**config.mk**
```make
export PLATFORM = sky130hd
export DESIGN_NAME = board_controller
export DESIGN_NICKNAME = d
export VERILOG_FILES = /design/src/rtl/board_controller.sv
export SDC_FILE = /design/constraint.sdc
export NUM_CORES = 1
export LEC_CHECK = 0
export ABC_CLOCK_PERIOD_IN_PS = 1700
export BUFFER_PORTS_ARGS = -buffer_cell sky130_fd_sc_hd__buf_2
export CAP_MARGIN = 30
export CORE_ASPECT_RATIO = 1.1
export CORE_MARGIN = 5
export CORE_UTILIZATION = 42
export CTS_BUF_LIST = sky130_fd_sc_hd__clkbuf_8
export CTS_CLUSTER_SIZE = 30
export DETAILED_ROUTE_END_ITERATION = 6
export PLACE_DENSITY = 0.8
export SYNTH_ARGS = -nofsm -noshare
export SYNTH_HDL_FRONTEND = slang
export SYNTH_SLANG_ARGS = --single-unit
```
**constraint.sdc**
```tcl
create_clock -name clock -period 1.7 [get_ports clock]
set_clock_uncertainty 0.05 [all_clocks]
set_input_delay 0.17 -clock clock [delete_from_list [all_inputs] [get_ports clock]]
set_output_delay 0.17 -clock clock [all_outputs]
set_load 0.01 [all_outputs]
```
**src/rtl/board_controller.sv**
```systemverilog
// Game-flow controller for a sliding-tile board: sequences clear, spawn and move handshakes and judges win/lose.
// Optional handshake watchdog and sticky err output are enabled with macro BOARD_CTRL_TIMEOUT_EN.
module board_controller #(
  parameter int N        = 4,
  parameter int CW       = 4,
  parameter int WIN_CODE = 11,
  parameter int TIMEOUT  = 255
) (
  input  logic              clock,
  input  logic              reset_n,
  input  logic              start,
  input  logic [3:0]        direction,
  input  logic [N*N*CW-1:0] board_q,
  output logic              move_req,
  output logic [3:0]        move_dir,
  input  logic              move_done,
  input  logic              moved,
  output logic              spawn_req,
  input  logic              spawn_done,
  output logic              load,
  output logic              load_sel,
  output logic              clear_board,
  output logic [1:0]        endstatus,
  output logic              busy
`ifdef BOARD_CTRL_TIMEOUT_EN
  ,
  output logic              err
`endif
);

  typedef enum logic [3:0] {
    IDLE, CLEAR, SPAWN1, SPAWN2, WAIT, MOVE, SPAWN, CHECK, WIN, LOSE
  } state_t;

  state_t     state, state_next;
  logic [3:0] direction_p1;
  logic       accept;
  logic       win, lose;
  logic       expired;

  function automatic logic [CW-1:0] cell_at(input logic [N*N*CW-1:0] b, input int idx);
    return b[(N*N-1-idx)*CW +: CW];
  endfunction

  // Board judgement; only consumed while in CHECK, one cycle after the load.
  always_comb begin
    win  = 1'b0;
    lose = 1'b1;
    for (int r = 0; r < N; r++) begin
      for (int c = 0; c < N; c++) begin
        if (cell_at(board_q, r*N + c) == CW'(WIN_CODE)) win = 1'b1;
        if (cell_at(board_q, r*N + c) == '0) lose = 1'b0;
        if (c < N-1) begin
          if (cell_at(board_q, r*N + c) == cell_at(board_q, r*N + c + 1)) lose = 1'b0;
        end
        if (r < N-1) begin
          if (cell_at(board_q, r*N + c) == cell_at(board_q, (r+1)*N + c)) lose = 1'b0;
        end
      end
    end
  end

  always_comb begin
    state_next = state;
    load       = 1'b0;
    load_sel   = 1'b0;
    accept     = 1'b0;
    case (state)
      IDLE: state_next = IDLE;
      CLEAR: state_next = SPAWN1;
      SPAWN1, SPAWN2, SPAWN: begin
        if (spawn_done) begin
          load       = 1'b1;
          load_sel   = 1'b1;
          state_next = (state == SPAWN1) ? SPAWN2 : CHECK;
        end else if (expired) begin
          state_next = (state == SPAWN) ? WAIT : IDLE;
        end
      end
      WAIT: begin
        // Only a fresh 0000 -> one-hot transition counts as a move.
        if (direction_p1 == 4'b0000 && $onehot(direction)) begin
          accept     = 1'b1;
          state_next = MOVE;
        end
      end
      MOVE: begin
        if (move_done) begin
          load       = 1'b1;
          state_next = moved ? SPAWN : WAIT;
        end else if (expired) begin
          state_next = WAIT;
        end
      end
      CHECK: begin
        if (win)       state_next = WIN;
        else if (lose) state_next = LOSE;
        else           state_next = WAIT;
      end
      WIN, LOSE: state_next = state;
      default: state_next = IDLE;
    endcase
    // A new-game request overrides everything, including a pending load.
    if (start) begin
      state_next = CLEAR;
      load       = 1'b0;
      load_sel   = 1'b0;
      accept     = 1'b0;
    end
  end

  always_ff @(posedge clock or negedge reset_n) begin
    if (!reset_n) begin
      state        <= IDLE;
      direction_p1 <= 4'b0000;
      move_dir     <= 4'b0000;
      endstatus    <= 2'b00;
      busy         <= 1'b0;
    end else begin
      state        <= state_next;
      direction_p1 <= direction;
      if (accept) move_dir <= direction;
      endstatus    <= (state_next == WIN)  ? 2'b01 :
                      (state_next == LOSE) ? 2'b10 : 2'b00;
      busy         <= !(state_next inside {WAIT, WIN, LOSE});
    end
  end

  assign move_req    = (state == MOVE);
  assign spawn_req   = (state inside {SPAWN1, SPAWN2, SPAWN});
  assign clear_board = (state == CLEAR);

`ifdef BOARD_CTRL_TIMEOUT_EN
  localparam int TW = $clog2(TIMEOUT + 1);
  logic [TW-1:0] wait_cnt;
  logic          done_here;

  assign done_here = (state == MOVE) ? move_done : spawn_done;
  assign expired   = (state inside {MOVE, SPAWN1, SPAWN2, SPAWN}) && !done_here &&
                     (wait_cnt == TW'(TIMEOUT - 1));

  always_ff @(posedge clock or negedge reset_n) begin
    if (!reset_n) begin
      wait_cnt <= '0;
      err      <= 1'b0;
    end else begin
      if ((state_next == state) && (state inside {MOVE, SPAWN1, SPAWN2, SPAWN}))
        wait_cnt <= wait_cnt + 1'b1;
      else
        wait_cnt <= '0;
      if (start)        err <= 1'b0;
      else if (expired) err <= 1'b1;
    end
  end
`else
  assign expired = 1'b0;
`endif

endmodule

```
==> results.yml <==
outcome:
  outcome: "finished, violations left"
  violations: "negative setup slack"
synthesis:
  ys_seq_area_frac: 0.160
  synthTopCellsByCount: "xor2_1, nor4_1, buf_2"
  synth-compound-area-share: 0.0672
  yosys.area.top_type: "xor2_1"
  syn_area_per_cell_um2: 8.07
  synth_top_family_by_area: "XOR/XNOR gates"
  synthMuxAreaShare: 0.00480
  synth_ff_type: "dfrtp_1"
  ys_warn_count: 0
  synth_most_common_cell: "xor2_1"
  synth_area_leaders: "xor2_1, dfrtp_1, nor4_1"
  synthSimpleGateAreaFrac: 0.290
  syn_area_um2: 2350
  async_reset_ff_frac: 1.00
  synth-adder-area-share: 0.0192
  syn_nets: 368
  synthDistinctLibCells: 42
  synth-xor-area-share: 0.358
  synth_top_area_frac: 0.269
  synth_cells: 291
  ys_ff_latch: 15
  synth-edff-count: 0
placement:
  dp.cells: 484
  dpl_cell_area_um2: 3280
  gp_routability_congestion: 0.941
  io_buffers: 85
  hpwl_um: 6320
  post-place-ws_ps: -760
setup_path:
  rrSetupSlack_ps: -180
  r2r-start: "state[3]"
  rr_worst_depth: 7
  cp-endpoint: "move_dir[2]"
  critPathLaunch: "direction[0]"
  end_kind: "register"
  crit_fanout: 2
  worstSetupStartpointType: "primary input"
  crit_required_ps: 1790
  arrival_ps: 2280
  reg2reg_to: "busy"
  worstSetupPathType: "in -> reg"
floorplanning:
  die_h_um: 88.4
  die_area_um2: 7190
  coreArea_um2: 5400
  die_width_um: 81.3
  initial_core_util: 0.435
  placement_rows: 28
  io_pins: 86
clocking:
  clockRootBuffer: "clkbuf_8"
  cts_sinks: 15
  htreeDepth: 1
  clkTransAtPathRegs_ps: 60
  clk_latency_ps: 250
  clockBufferDepth: 2
  cts-buffers-inserted: 3
  cts_tree: "built"
power_and_ir_drop:
  power_leakage_nw: 1.63
  cellPowerDensity_nw_per_um2: 437
  peakVddDrop_mv: 0.265
timing:
  drv_slew: 0
  rsz0062_at_grt: "yes"
  setup_viol: 9
  setup_ws_ps: -493
  hold_viol_final: 0
  fmax_ghz: 0.456
  min_period_ps: 2190
  tns_ps: -3510
  tightest_slew_ps: 602
  period_share: 1.29
  max_slew_margin: 0.595
route:
  via_count: 2710
  viasPerCell: 5.45
  drt_drc_violations_left: 0
  drt_iter0_drc: 111
  drtAntennaViolNets: 0
  first_pass_iters: 4
  wl_um: 7960
  wire_per_inst_um: 16.0
grt:
  grt_pass1_vias: 2891
  grt_use_total: 0.220
  grt_pass1_wl_um: 12700
  grt_overflow_total: 0
  antenna_found_initial: 0
  grt_max_degree: 16
finish:
  stdcell_count: 497
  drive_gt1_frac: 0.467
  fin_util: 0.661
  nFillCells: 454
  syn_to_final_growth_pct: 52.0
  fin_area_um2: 3570
  nNetsFinal: 500
  n_antenna_cell: 0
hold_path:
  hold_class: "in -> reg"
run:
  drv_cap: 0
## metal layers
metal / global-route usage / routed length, um / share of wire
met5: 0 / 0 / 0
met4: 0.0768 / 213 / 0.027
met3: 0.0316 / 452 / 0.057
met2: 0.436 / 4280 / 0.54
met1: 0.232 / 3010 / 0.38
## logic make-up (layout without fill, tap and decap cells)
family | after synthesis | in the layout
AND/OR/NAND/NOR | 104 | 104
multiplexers | 1 | 1
XOR/XNOR | 96 | 96
AO/OA/AOI/OAI | 21 | 21
buffers and inverters | 51 | 182
flip-flops | 15 | 15
adder cells (fa/ha/maj) | 3 | 3
## stage by stage
stage                     power (mW)  hold WS [ps]
after global placement          1.14          30.5
final                           1.56           116
after global routing            1.65           115
after CTS                       1.50           103
after detailed placement        1.17          37.1
after floorplan                0.820          -176
## worst min-delay path by stage
stage / from / end / slack (ps) / depth (start not counted)
after global placement: reset_n / direction_p1[0] / 30 / 1
after CTS: direction[2] / direction_p1[2] / 100 / 2
after detailed placement: reset_n / move_dir[1] / 40 / 1
final: direction[2] / direction_p1[2] / 120 / 2
after floorplan: reset_n / busy / -180 / 0
after global routing: direction[2] / direction_p1[2] / 110 / 2
## cells in the final DEF (no fill, tap or decap), drive strengths merged, types with 4 or more instances in the layout
cell / n
dlygate4sd3: 4
nor2: 6
xor2: 72
nand4b: 17
nand2: 9
inv: 8
nand4: 14
buf: 167
o21ai: 6
nor4: 42
dfrtp: 15
xnor2: 24
## what timing repair did
item | CTS | global route
gates resized for setup | 20 | 20
endpoints found under the setup margin | 10 | 13
hold buffers | 4 | 0
hold endpoints to repair | 18 | 0
pin swaps | 9 | 4
buffers inserted | 4 | 2
## layout make-up
cell class / count / area, um2 / share of cell area
clock inverters: 1 / 3.75 / 0.00105
flip-flops and latches: 15 / 375 / 0.105
repair buffers: 171 / 1140 / 0.318
multi-input cells: 225 / 1880 / 0.528
clock buffers: 3 / 41.3 / 0.0116
well taps: 75 / 93.8 / 0.0263
inverters: 7 / 33.8 / 0.00947
## worst max-delay path: stages
cell and delay, ps:
buf_8 90, inv_8 30, fa_1 520, inv_1 50
ha_2 170, ha_4 220, nor4b_4 240, nand4_1 200
or2_4 320, mux2_2 270
## state kept, by name, summed over array words and instances, names as in the netlist
signal and flops:
state 4, busy 1, move_dir 4, direction_p1 4, endstatus 2
## power by group
group / leakage [nW] / total (mW) / switching (mW) / internal (mW)
logic: 1.42 / 0.890 / 0.431 / 0.459
registers: 0.192 / 0.383 / 0.0124 / 0.370
clock network: 0.0269 / 0.286 / 0.126 / 0.160
No activity file was read; power rests on OpenSTA's default activity.
